**src/rtl/inst_prefetch_queue_if.sv**
```systemverilog
// Handshake bundle for inst_prefetch_queue: core redirect, core instruction port and memory fetch port.
// The master modport is the prefetcher side; the slave modport is the surrounding core/memory side.
interface inst_prefetch_queue_if #(
  parameter int WORD_WIDTH_IN_BIT = 32
);
  logic                         redirect_valid;
  logic [WORD_WIDTH_IN_BIT-1:0] redirect_addr;
  logic                         inst_valid;
  logic                         inst_ready;
  logic [WORD_WIDTH_IN_BIT-1:0] inst_data;
  logic [WORD_WIDTH_IN_BIT-1:0] inst_pc;
  logic                         mem_req_valid;
  logic                         mem_req_ready;
  logic [WORD_WIDTH_IN_BIT-1:0] mem_req_addr;
  logic                         mem_resp_valid;
  logic [WORD_WIDTH_IN_BIT-1:0] mem_resp_data;

  modport master (
    input  redirect_valid, redirect_addr, inst_ready,
    input  mem_req_ready, mem_resp_valid, mem_resp_data,
    output inst_valid, inst_data, inst_pc,
    output mem_req_valid, mem_req_addr
  );

  modport slave (
    output redirect_valid, redirect_addr, inst_ready,
    output mem_req_ready, mem_resp_valid, mem_resp_data,
    input  inst_valid, inst_data, inst_pc,
    input  mem_req_valid, mem_req_addr
  );
endinterface

```
**src/rtl/inst_prefetch_queue.sv**
```systemverilog
// Decoupled instruction prefetcher: sequential fetch, in-order response FIFO, redirect flush with stale drop.
// Optional macro PREFETCH_BYPASS_EN lets a response reach an empty queue's output in the same cycle.
module inst_prefetch_queue #(
  parameter int                           WORD_WIDTH_IN_BIT = 32,
  parameter int                           DEPTH             = 4,
  parameter logic [WORD_WIDTH_IN_BIT-1:0] INST_START_ADDR   = '0
) (
  input logic                   clk,
  input logic                   reset,
  inst_prefetch_queue_if.master bus
);
  localparam int              W       = WORD_WIDTH_IN_BIT;
  localparam int              PW      = $clog2(DEPTH);
  localparam int              CW      = PW + 1;
  localparam logic [CW-1:0]   DEPTH_C = CW'(DEPTH);
  localparam logic [CW:0]     DEPTH_X = (CW + 1)'(DEPTH);
  localparam logic [W-1:0]    PC_STEP = W'(4);

  typedef enum logic {FETCH, DISCARD} state_t;

  state_t        state_q, state_d;
  logic [CW-1:0] count_q, count_d;
  logic [CW-1:0] outst_q, outst_d;
  logic [CW-1:0] disc_q, disc_d;
  logic [PW-1:0] rd_q, rd_d, wr_q, wr_d;
  logic [PW-1:0] trd_q, trd_d, twr_q, twr_d;
  logic [W-1:0]  fetch_pc_q, fetch_pc_d;

  logic [W-1:0]  data_mem [DEPTH];
  logic [W-1:0]  pc_mem   [DEPTH];
  logic [W-1:0]  tag_mem  [DEPTH];

  logic [CW:0]   live;
  logic          credit_ok;
  logic          issue;
  logic          resp_accept;
  logic          resp_live;
  logic          bypass_hit;
  logic          deq;
  logic          enq;

  // Credit covers queued words plus live requests, so every live response has a slot waiting.
  always_comb begin
    live        = {1'b0, outst_q} - {1'b0, disc_q};
    credit_ok   = ({1'b0, count_q} + live) < DEPTH_X;
    resp_accept = bus.mem_resp_valid && (outst_q != '0);
    resp_live   = resp_accept && (state_q == FETCH) && !bus.redirect_valid;
`ifdef PREFETCH_BYPASS_EN
    bypass_hit  = resp_live && (count_q == '0);
`else
    bypass_hit  = 1'b0;
`endif
    bus.mem_req_valid = reset && !bus.redirect_valid && credit_ok && (outst_q < DEPTH_C);
    bus.mem_req_addr  = fetch_pc_q;
    issue             = bus.mem_req_valid && bus.mem_req_ready;

    bus.inst_valid = (count_q != '0) || bypass_hit;
    bus.inst_data  = '0;
    bus.inst_pc    = '0;
    if (count_q != '0) begin
      bus.inst_data = data_mem[rd_q];
      bus.inst_pc   = pc_mem[rd_q];
    end else if (bypass_hit) begin
      bus.inst_data = bus.mem_resp_data;
      bus.inst_pc   = tag_mem[trd_q];
    end
    deq = (count_q != '0) && bus.inst_ready && !bus.redirect_valid;
    enq = resp_live && !(bypass_hit && bus.inst_ready);
  end

  // Tag FIFO tracks every outstanding request, stale or not, so it never needs flushing.
  always_comb begin
    outst_d    = outst_q + CW'(issue) - CW'(resp_accept);
    trd_d      = resp_accept ? trd_q + 1'b1 : trd_q;
    twr_d      = issue ? twr_q + 1'b1 : twr_q;
    count_d    = count_q;
    rd_d       = rd_q;
    wr_d       = wr_q;
    fetch_pc_d = fetch_pc_q;
    disc_d     = disc_q;
    if (bus.redirect_valid) begin
      count_d    = '0;
      rd_d       = '0;
      wr_d       = '0;
      fetch_pc_d = bus.redirect_addr;
      disc_d     = outst_d;
    end else begin
      count_d    = count_q + CW'(enq) - CW'(deq);
      rd_d       = deq ? rd_q + 1'b1 : rd_q;
      wr_d       = enq ? wr_q + 1'b1 : wr_q;
      fetch_pc_d = issue ? fetch_pc_q + PC_STEP : fetch_pc_q;
      if (resp_accept && (state_q == DISCARD)) begin
        disc_d = disc_q - 1'b1;
      end
    end
    state_d = (disc_d != '0) ? DISCARD : FETCH;
  end

  always_ff @(posedge clk or negedge reset) begin
    if (!reset) begin
      state_q    <= FETCH;
      count_q    <= '0;
      outst_q    <= '0;
      disc_q     <= '0;
      rd_q       <= '0;
      wr_q       <= '0;
      trd_q      <= '0;
      twr_q      <= '0;
      fetch_pc_q <= INST_START_ADDR;
    end else begin
      state_q    <= state_d;
      count_q    <= count_d;
      outst_q    <= outst_d;
      disc_q     <= disc_d;
      rd_q       <= rd_d;
      wr_q       <= wr_d;
      trd_q      <= trd_d;
      twr_q      <= twr_d;
      fetch_pc_q <= fetch_pc_d;
    end
  end

  // Storage is read only through count-gated paths, so it carries no reset.
  always_ff @(posedge clk) begin
    if (issue) begin
      tag_mem[twr_q] <= fetch_pc_q;
    end
    if (enq) begin
      data_mem[wr_q] <= bus.mem_resp_data;
      pc_mem[wr_q]   <= tag_mem[trd_q];
    end
  end
endmodule
```
**src/flat_wrapper.sv**
```systemverilog
// flat-port wrapper written by rule: the top's interface ports become plain ports
module inst_prefetch_queue_flat 
#(
  parameter int                           WORD_WIDTH_IN_BIT = 32,
  parameter int                           DEPTH             = 4,
  parameter logic [WORD_WIDTH_IN_BIT-1:0] INST_START_ADDR   = '0
)
  (clk, reset, bus_redirect_valid, bus_redirect_addr, bus_inst_ready, bus_mem_req_ready, bus_mem_resp_valid, bus_mem_resp_data, bus_inst_valid, bus_inst_data, bus_inst_pc, bus_mem_req_valid, bus_mem_req_addr);
  inst_prefetch_queue_if #(.WORD_WIDTH_IN_BIT(WORD_WIDTH_IN_BIT)) bus_i ();
  input logic clk;
  input logic reset;
  input wire logic [$bits(bus_i.redirect_valid)-1:0] bus_redirect_valid;
  input wire logic [$bits(bus_i.redirect_addr)-1:0] bus_redirect_addr;
  input wire logic [$bits(bus_i.inst_ready)-1:0] bus_inst_ready;
  input wire logic [$bits(bus_i.mem_req_ready)-1:0] bus_mem_req_ready;
  input wire logic [$bits(bus_i.mem_resp_valid)-1:0] bus_mem_resp_valid;
  input wire logic [$bits(bus_i.mem_resp_data)-1:0] bus_mem_resp_data;
  output wire logic [$bits(bus_i.inst_valid)-1:0] bus_inst_valid;
  output wire logic [$bits(bus_i.inst_data)-1:0] bus_inst_data;
  output wire logic [$bits(bus_i.inst_pc)-1:0] bus_inst_pc;
  output wire logic [$bits(bus_i.mem_req_valid)-1:0] bus_mem_req_valid;
  output wire logic [$bits(bus_i.mem_req_addr)-1:0] bus_mem_req_addr;
  assign bus_i.redirect_valid = bus_redirect_valid;
  assign bus_i.redirect_addr = bus_redirect_addr;
  assign bus_i.inst_ready = bus_inst_ready;
  assign bus_i.mem_req_ready = bus_mem_req_ready;
  assign bus_i.mem_resp_valid = bus_mem_resp_valid;
  assign bus_i.mem_resp_data = bus_mem_resp_data;
  assign bus_inst_valid = bus_i.inst_valid;
  assign bus_inst_data = bus_i.inst_data;
  assign bus_inst_pc = bus_i.inst_pc;
  assign bus_mem_req_valid = bus_i.mem_req_valid;
  assign bus_mem_req_addr = bus_i.mem_req_addr;
  inst_prefetch_queue #(.WORD_WIDTH_IN_BIT(WORD_WIDTH_IN_BIT), .DEPTH(DEPTH), .INST_START_ADDR(INST_START_ADDR)) u_core (.clk(clk), .reset(reset), .bus(bus_i));
endmodule
```
**config.mk**
```make
export PLATFORM = sky130hd
export DESIGN_NAME = inst_prefetch_queue_flat
export DESIGN_NICKNAME = d
export VERILOG_FILES = /design/src/rtl/inst_prefetch_queue_if.sv /design/src/rtl/inst_prefetch_queue.sv /design/src/flat_wrapper.sv
export SDC_FILE = /design/constraint.sdc
export NUM_CORES = 1
export LEC_CHECK = 0
export BUFFER_PORTS_ARGS = -buffer_cell sky130_fd_sc_hd__clkbuf_2
export CORE_UTILIZATION = 59
export CTS_CLUSTER_DIAMETER = 100
export DETAILED_ROUTE_END_ITERATION = 10
export HOLD_SLACK_MARGIN = 0.12
export PLACE_DENSITY = 0.86
export RECOVER_POWER = 50
export SLEW_MARGIN = 20
export SYNTH_ARGS = -nofsm -noshare
export SYNTH_HDL_FRONTEND = slang
export SYNTH_SLANG_ARGS = --single-unit
```
**constraint.sdc**
```tcl
create_clock -name clk -period 5.1 [get_ports clk]
set_input_delay 0.255 -clock clk [delete_from_list [all_inputs] [get_ports clk]]
set_output_delay 0.255 -clock clk [all_outputs]
set_load 0.005 [all_outputs]
```
[Yosys cells after proc, flatten, opt, wreduce, memory -nomap -nowiden]
Memories as Yosys holds them, arrays and structs flattened.
Cells that the tools add are included.
Storage, ports and cells
  memories: 3
  bits in read-only memories: 0
  output and inout bits: 98
  register bits after elaboration: 50
  RAM bits: 384
  logic and storage cells: 60
  input bits: 70
  latch bits: 0
Memory list
  u_core.data_mem: depth 4, width 32, rd ports 1, clocked after Yosys merged registers in 0, write ports 1, line inst_prefetch_queue.sv:29  | logic [W-1:0] data_mem [DEPTH];
  u_core.pc_mem: depth 4, width 32, rd ports 1, clocked after Yosys merged registers in 0, write ports 1, line inst_prefetch_queue.sv:30  | logic [W-1:0] pc_mem [DEPTH];
  u_core.tag_mem: depth 4, width 32, rd ports 1, clocked after Yosys merged registers in 0, write ports 1, line inst_prefetch_queue.sv:31  | logic [W-1:0] tag_mem [DEPTH];
Cells by class
  div/mod/pow operators: 0
  eq/ne operators: 0
  muxes and demuxes: 16
  bitwise logic cells: 1
  magnitude comparators: 2
  reductions and logical operators: 17
  $mul: 0
  $add $sub $neg: 12
  shift-type cells: 0
Operators by type and width (count)
  32-bit two-way mux: 4
  32-bit by 3-bit adder with 32-bit output, second input constant: 1
  1-bit logical AND: 10
  3-bit two-way mux: 3
  3-bit nonzero test: 3
  2-bit by 1-bit adder with 2-bit output, second input constant: 4
  2-bit two-way mux: 4
  3-bit by 1-bit adder with 3-bit output: 2
  2-bit nonzero test: 3
  3-bit by 1-bit subtractor with 3-bit output: 2
  1-bit two-way mux: 5
  3-bit by 4-bit adder with 4-bit output: 1
  4-bit by 3-bit less-than comparator with 1-bit output, second input constant: 1
  3-bit by 3-bit subtractor with 4-bit output: 1
  3-bit less-than comparator, second input constant: 1
  3-bit by 1-bit subtractor with 3-bit output, second input constant: 1
  1-bit zero test: 1
  1-bit NOT: 1

[Logic depth before layout (Yosys ltp)]
Gate-level depths: netlist (run 1).
  word-level depth: 11
  mapped depth: 17
  depth with buffers taken out: 16

[Worst setup path before layout (run 1)]
Ideal clock, no wire load.
  path type: register to register
  from: register u_core.outst_q[1]
  to: register u_core.state_q
  stages on the path, launching flop included: 18
  clock period less this slack: 3796 ps
  slack: 1304 ps
  arrival: 3665 ps
  buffers on the path: 1
  setup time: 131 ps
  cell sequence: dfrtp_1 inv_1 fa_1 inv_1 ha_1 and3b_1 nor4_1 o21ai_1 inv_2 clkbuf_1 ha_1 inv_1 fa_1 xnor2_1 xnor2_1 nand2_1 o21ai_0 or3_1
Between the ends
  word-level cells in the longest chain between the ends: 11
RTL lines
  start: declaration: line inst_prefetch_queue.sv:23  | logic [CW-1:0] outst_q, outst_d;
  start signal: assignment: line inst_prefetch_queue.sv:113  | outst_q <= outst_d;
  3-bit by 3-bit subtractor with 4-bit output: line inst_prefetch_queue.sv:44  | live = {1'b0, outst_q} - {1'b0, disc_q};
  3-bit by 4-bit adder with 4-bit output: line inst_prefetch_queue.sv:45  | credit_ok = ({1'b0, count_q} + live) < DEPTH_X;
  4-bit by 3-bit less-than comparator with 1-bit output: line inst_prefetch_queue.sv:45
  1-bit logical AND: line inst_prefetch_queue.sv:53  | bus.mem_req_valid = reset && !bus.redirect_valid && credit_ok && (outst_q < DEPTH_C);
  1-bit logical AND *: line inst_prefetch_queue.sv:53
  1-bit logical AND *: line inst_prefetch_queue.sv:55  | issue = bus.mem_req_valid && bus.mem_req_ready;
  net u_core.issue: line inst_prefetch_queue.sv:35  | logic issue;
  3-bit by 1-bit adder with 3-bit output *: line inst_prefetch_queue.sv:73  | outst_d = outst_q + CW'(issue) - CW'(resp_accept);
  3-bit by 1-bit subtractor with 3-bit output *: line inst_prefetch_queue.sv:73
  net u_core.outst_d[2]: line inst_prefetch_queue.sv:23
  3-bit two-way mux *: line inst_prefetch_queue.sv:81  | if (bus.redirect_valid) begin
  net u_core.disc_d[2]: line inst_prefetch_queue.sv:24  | logic [CW-1:0] disc_q, disc_d;
  3-bit nonzero test *: line inst_prefetch_queue.sv:96  | state_d = (disc_d != '0) ? DISCARD : FETCH;
  1-bit two-way mux *: line inst_prefetch_queue.sv:96
  net u_core.state_d: line inst_prefetch_queue.sv:21  | state_t state_q, state_d;
  end signal: assignment: line inst_prefetch_queue.sv:111  | state_q <= state_d;
  end: declaration: line inst_prefetch_queue.sv:21
Mark *: on every way through the listed nets, which the timed path passes. The rest lies on a longest branch.
A chain may end at the register's enable or synchronous reset.

[Final worst setup path (run 1)]
  from: register u_core.outst_q[1]
  to: memory u_core.pc_mem[2][6] (netlist bit), enable pin
Between the ends
  word-level cells in the longest chain between the ends: 6
RTL lines
  3-bit nonzero test: line inst_prefetch_queue.sv:46  | resp_accept = bus.mem_resp_valid && (outst_q != '0);
  1-bit logical AND: line inst_prefetch_queue.sv:46
  1-bit logical AND (2 in a row): line inst_prefetch_queue.sv:47  | resp_live = resp_accept && (state_q == FETCH) && !bus.redirect_valid;
  1-bit two-way mux: line inst_prefetch_queue.sv:128  | if (enq) begin
  1-bit two-way mux (implied by the code): line inst_prefetch_queue.sv:130  | pc_mem[wr_q] <= tag_mem[trd_q];
  end: declaration: line inst_prefetch_queue.sv:30
Every way passes these cells.

==> results.json, run 1 <==
{
  "run_status": "finished with violations",
  "violations": "capacitance limit, slew limit",
  "arrival_ns": 4.21,
  "fin_nets": 1251,
  "nFillCells": 1772,
  "dr_wl_met2_mm": 18.97,
  "setup-tns-final_ns": 0,
  "rsz0062_at_grt": "no",
  "clkTransAtPathRegs_ns": 0.06,
  "hold_path_class": "in2reg",
  "numCtsBuffers": 42,
  "synth_compound_area_share_pct": 3.385,
  "initial_utilization_pct": 60.33,
  "vias": 9528,
  "drc": 0,
  "async_flop_share_pct": 11.52,
  "post-route-util_pct": 71.05,
  "cts_sinks": 434,
  "core_sq_um": 28860,
  "drv_cap": 4,
  "path_max_fanout": 64,
  "drt-pass1-iter-count": 5,
  "holdPathStages": 3,
  "worst-setup-path-type": "reg2reg",
  "wl_met3_mm": 2.563,
  "grt_max_degree": 68,
  "ioPinCount": 168,
  "reg2regPathDepth": 3,
  "synth_top_family_by_area": "multiplexers",
  "synthMuxAreaShare_pct": 12.66,
  "cp-startpoint": "u_core.outst_q[1]",
  "ys_seq_elements": 434,
  "worst_slew_pin_slew_ns": 3.331,
  "postRouteAntennaNets": 0,
  "fmaxAchievable_mhz": 241.3,
  "ys_warn_count": 0,
  "clock_tree.buffer_depth": 3,
  "drt_iter0_drc": 719,
  "synth_common_cells": "384 x edfxtp_1, 96 x mux4_2, 72 x and2_1",
  "synthAdderAreaFrac_pct": 1.682,
  "synth_edf_count": 384,
  "grt_pass1_wl_mm": 56.90,
  "seq_area_sq_um": 12790,
  "cp_cell_sequence": "o31ai_1 -> nor3_1 -> and2_1",
  "antenna_found_initial": 0,
  "drive_gt1_share_pct": 24.29,
  "routed_via_density": 6.053,
  "yosysSeqAreaShare_pct": 73.42,
  "startpoint_type": "register",
  "cp_slowest_cell": "and2_1",
  "top_layer_used": "met4",
  "synth-simple-area-share_pct": 6.454,
  "die-width_um": 173.8,
  "clock-root-buffer": "clkbuf_16",
  "slew_viol_final": 230,
  "synth_fp_nets": 1007,
  "wl_per_cell_um": 23.44,
  "synthCells": 916,
  "synth_cell_type_count": 57,
  "wirelength_mm": 36.90,
  "synth.top_cell.area_share_pct": 66.24,
  "cp_slowest_stage_delay_ns": 2.45,
  "num_rows": 62,
  "ir_drop_v": 0.0003063,
  "place_congestion": 0.8431,
  "period_share_pct": 81.25,
  "area_delta_synth_final_pct": 17.78,
  "wl_met1_mm": 14.35,
  "clk_latency_ns": 0.53,
  "finClkSkew_ns": 0.008984,
  "crit_required_ns": 5.17,
  "multi_input_area_sq_um": 4337,
  "track_usage_pct": 25.10,
  "synth.most_common_cell": "edfxtp_1",
  "hold_viol": 0,
  "hpwl_mm": 20.19,
  "grt_remaining_overflow": 0,
  "synth_area_leader_cell": "edfxtp_1",
  "netlist_area_sq_um": 17410,
  "min_period_ns": 4.144,
  "end_kind": "register",
  "port_buffers": 167,
  "die_y_um": 173.8,
  "synth.avg_cell_area_sq_um": 19.01,
  "grt_pass1_vias": 9963,
  "setup_viol": 0,
  "synth_xor_area_share_pct": 0.7043,
  "antenna_cells": 0,
  "r2r_start": "u_core.outst_q[1]",
  "cts_tree": "done",
  "power_density_nw_per_um2": 472.9,
  "synth_ff_type": "edfxtp_1",
  "p_leak_nw": 7.020,
  "ys_top_cells_by_area": "edfxtp_1 66%, mux4_2 12%, dfrtp_1 7.2%",
  "die_area_sq_um": 30200,
  "hold_path.startpoint": "bus_mem_resp_valid",
  "cts_max_level": 2,
  "relSlewSlack_pct": -122.1
}
==> worst max-delay path: cells and delay by family (launching register included) <==
| family | cells | cell delay [ns] |
|---|---|---|
| AND/OR/NAND/NOR | 2 | 2.90 |
| AO/OA/AOI/OAI | 1 | 0.22 |
| flip-flops | 1 | 0.46 |
==> state kept, by name, indices dropped and copies added, names as in the netlist <==
register	cells
u_core.bus.mem_req_addr	32
u_core.count_q	3
u_core.data_mem	128
u_core.disc_q	3
u_core.outst_q	3
u_core.pc_mem	128
u_core.rd_q	2
u_core.state_q	1
u_core.tag_mem	128
u_core.trd_q	2
u_core.twr_q	2
u_core.wr_q	2
==> per-layer routing <==
metal  GRT usage [%]  vias to the layer above
li1                -                     4152
met1           33.35                     4834
met2           42.53                      472
met3           4.364                       70
met4           8.333                        0
met5               0                        -
==> cells in the final DEF, fill, tap and decap left out, drive strengths merged, types with 8 or more instances in the layout <==
cell,instances
nor2,15
nand4,10
dfrtp,50
inv,29
and2,72
dlygate4sd3,66
buf,12
ha,17
mux4,96
xnor2,12
a21oi,10
clkinv,8
nand3,24
or3,11
o21ai,14
nand2,29
a221o,10
edfxtp,384
a22oi,8
clkbuf,230
==> metrics by stage <==
step / cell area, sq um / total power, mW / setup WS [ns] / std cells / hold WS (ns)
final: 20500 / 9.698 / 0.9561 / 1574 / 0.2084
after global placement: 18650 / 6.745 / 1.380 / 1434 / 0.4158
after global routing: 20500 / 10.13 / 0.6459 / 1574 / 0.2211
after floorplan: 17410 / 6.021 / 1.304 / 916 / -0.04059
after CTS: 20580 / 9.778 / 1.247 / 1574 / 0.1756
after detailed placement: 18650 / 6.844 / 1.265 / 1434 / 0.4226
==> power breakdown <==
group | leakage (nW) | internal, mW | switching, mW
registers | 4.07 | 4.26 | 0.375
logic | 2.34 | 1.10 | 1.08
clock network | 0.612 | 1.64 | 1.24
total | 7.02 | 7.00 | 2.69
==> cells by family after synthesis <==
group,after synthesis
adder cells (fa/ha/maj),21
AND/OR/NAND/NOR,196
flip-flops,434
multiplexers,100
buffers and inverters,73
AO/OA/AOI/OAI,78
XOR/XNOR,14
==> final cells by class <==
cell class | instances | share of cell area [%]
sequential | 434 | 62.37
tap | 384 | 2.343
clock buffer | 63 | 5.919
multi-input combinational | 409 | 21.15
timing repair buffer | 245 | 7.402
clock inverter | 11 | 0.2990
inverter | 28 | 0.5126
==> path summary, 6_finish.rpt <==
path,end,slack (ns)
max,u_core.pc_mem[2][6],0.96
min,u_core.trd_q[0],0.21
max reg2reg,u_core.pc_mem[2][6],0.96
min reg2reg,u_core.trd_q[1],0.50
max in group asynchronous,u_core.rd_q[0],4.19
min in group asynchronous,u_core.rd_q[1],0.40
==> timing repair <==
action | in CTS | in global routing
setup buffers | 0 | 0
hold endpoints to repair | 212 | 0
resized for setup | 0 | 0
hold buffers | 66 | 0
No activity file was read; power rests on OpenSTA's default activity.
==> inputs of run 2 (changes only) <==
ABC_AREA = 1   (was default)
PLACE_DENSITY = 0.85   (was 0.86)
clock period = 4.1 ns   (was 5.1 ns; I/O delays follow)
==> run 2 against run 1 <==
Effect of this change:
- the run still ends with capacitance limit, slew limit left
- sequential share of layout area shrank 2.2 points
- global-route usage grew 2.4 points
- worst hold slack lost 0.052 ns
- critical path type is now reg2out
- highest routed layer unchanged
==> results.json, run 2 <==
{
  "rsz0062_at_grt": "no",
  "dp.cells": 2127,
  "relSlewSlack_pct": -88.53,
  "core_sq_um": 29950,
  "synth_fp_nets": 1724,
  "cp_slowest_cell": "inv_1",
  "port_buffers": 167,
  "period_share_pct": 90.11,
  "cp_cell_sequence": "inv_1 -> buf_4 -> o21ai_0 -> a21oi_1 -> clkbuf_2",
  "reg.largest.list": "u_core.data_mem: 128 flops, u_core.pc_mem: 128 flops, u_core.tag_mem: 128 flops",
  "ys_warn_count": 0,
  "final_common_cell": "edfxtp_1",
  "wl_per_cell_um": 18.92,
  "async_flop_share_pct": 11.52,
  "antenna_cells": 0,
  "grt_pass1_vias": 13066,
  "drt-pass1-iter-count": 7,
  "drive_gt1_share_pct": 11.16,
  "routed_via_density": 5.852,
  "hold_viol": 0,
  "finalInstanceArea_sq_um": 21250,
  "cts_max_level": 2,
  "antenna_found_initial": 0,
  "ir_drop_v": 0.0003803,
  "postRouteAntennaNets": 0,
  "fin_nets": 1939,
  "cts_sinks": 434,
  "end_kind": "output port",
  "run_status": "finished with violations",
  "post-cts-setup-buffers": 0,
  "ys_top_cells_by_area": "edfxtp_1 63%, nor2_1 8.0%, dfrtp_1 6.9%",
  "yosysSeqAreaShare_pct": 70.30,
  "synth_cell_type_count": 27,
  "synth_common_cells": "388 x nor2_1, 384 x edfxtp_1, 215 x nand2_1",
  "drv_cap": 4,
  "p_leak_nw": 7.889,
  "finClkSkew_ns": 0.02320,
  "die_y_um": 177.5,
  "final_cells": 2272,
  "die_area_sq_um": 31520,
  "grt_max_degree": 69,
  "synth.top_cell.area_share_pct": 63.42,
  "layout_common_cells": "384 x edfxtp_1, 380 x nor2_1, 215 x nand2_1, 200 x o21ai_0, 117 x clkbuf_2",
  "ioPinCount": 168,
  "clk_latency_ns": 0.55,
  "wirelength_mm": 42.98,
  "place_congestion": 0.8715,
  "clock-root-buffer": "clkbuf_16",
  "crit_required_ns": 3.89,
  "ys_seq_elements": 434,
  "drc": 0,
  "numCtsBuffers": 42,
  "synth.most_common_cell": "nor2_1",
  "track_usage_pct": 27.45,
  "min_period_ns": 3.694,
  "netlist_area_sq_um": 18180,
  "hpwl_mm": 24.52,
  "startpoint_type": "register",
  "synth_edf_count": 384,
  "fmaxAchievable_mhz": 270.7,
  "cts_tree": "done",
  "path_max_fanout": 63,
  "cp_slowest_stage_delay_ns": 1.05,
  "post_cts_resize_count": 0,
  "worst-setup-path-type": "reg2out",
  "setup-tns-final_ns": 0,
  "grt_remaining_overflow": 0,
  "power_density_nw_per_um2": 601.1,
  "nFillCells": 1934,
  "clock_tree.buffer_depth": 3,
  "vias": 13295,
  "postPlaceCellArea_sq_um": 19420,
  "slew_viol_final": 246,
  "worst_slew_pin_slew_ns": 2.828,
  "num_rows": 63,
  "die-width_um": 177.5,
  "area_delta_synth_final_pct": 16.85,
  "grt_pass1_wl_mm": 66.38,
  "arrival_ns": 3.49,
  "synthCells": 1633,
  "drt_iter0_drc": 1433,
  "setup_viol": 0,
  "clkTransAtPathRegs_ns": 0.06,
  "hold_path_class": "in2reg",
  "synth_area_leader_cell": "edfxtp_1",
  "initial_utilization_pct": 60.70,
  "synth_ff_type": "edfxtp_1",
  "synth.avg_cell_area_sq_um": 11.13,
  "violations": "capacitance limit, slew limit"
}
## run 2: cell types whose count changed in the layout (fill, tap and decap cells not counted), moves of 9 or more
cell     change
nand2_1    +186
o21ai_0    +188
and2_1      -71
nor2_1     +365
a21oi_1     +59
a221o_1     -10
mux4_2      -96
inv_1       +40
or3_1        -9
xnor2_1      -9
o22ai_1     +32
nand3_1     +61
## run 2: cells by family (layout without fill, tap and decap cells)
logic type,Yosys count,in the layout,synth area share [%]
AO/OA/AOI/OAI,313,313,8.864
XOR/XNOR,11,11,0.5299
adder cells (fa/ha/maj),21,21,1.610
buffers and inverters,157,406,3.482
flip-flops,434,434,70.30
AND/OR/NAND/NOR,697,697,15.21
## run 2: per-stage QoR
step	hold slack (ns)	utilization, %	total power, mW	worst slack (ns)
after global routing	0.1662	70.93	13.36	0.2061
final	0.1563	70.93	12.77	0.4057
after global placement	0.3795	64.84	8.922	0.7535
after detailed placement	0.3930	64.84	9.135	0.5686
after CTS	0.1312	71.35	12.76	0.5307
after floorplan	-0.09059	-	7.813	0.1170
## run 2: layout make-up
cell class | instances | area, sq um | area share (%)
Multi-Input combinational cell | 1042 | 4806 | 22.62
Tap cell | 390 | 488.0 | 2.297
Clock buffer | 56 | 1104 | 5.194
Inverter | 72 | 270.3 | 1.272
Clock inverter | 22 | 175.2 | 0.8245
Timing Repair Buffer | 256 | 1615 | 7.603
Sequential cell | 434 | 12790 | 60.19
## run 2: routing by layer
metal	up-vias	track usage (%)	wire length [um]
met3	112	4.242	4041
li1	6074	-	-
met4	0	10.54	1128
met1	6324	35.04	16400
met5	-	0	0
met2	785	47.38	21410
## run 2: final timing paths
check                                               to  cells after the start  slack, ns              start
max reg2reg                             u_core.state_q                     19       0.50  u_core.outst_q[1]
min                        u_core.bus.mem_req_addr[29]                      3       0.16  bus_mem_req_ready
max                                  bus_inst_data[29]                      5       0.41     u_core.rd_q[0]
min in group asynchronous  u_core.bus.mem_req_addr[28]                      3       1.28              reset
min reg2reg                           u_core.disc_q[2]                      4       0.59   u_core.disc_q[2]
max in group asynchronous               u_core.rd_q[0]                      3       0.85              reset
## run 2: worst max-delay path: cells and delay by family, from the launching register on
family / cells / cell delay [ns]
DFF: 1 / 0.75
AOI/OAI and AO/OA: 2 / 0.42
buffers and inverters: 3 / 1.76
## run 2: where the power goes
group          switching, mW  internal, mW  leakage, nW
Clock                   1.59          2.03        0.624
Sequential             0.380          5.38         4.08
Combinational           2.31          1.08         3.19
Total                   4.28          8.49         7.89
## run 2: timing repair
action / CTS / global route
hold endpoints to repair: 213 / 0
hold buffers: 67 / 0
setup endpoints to repair: 0 / 0
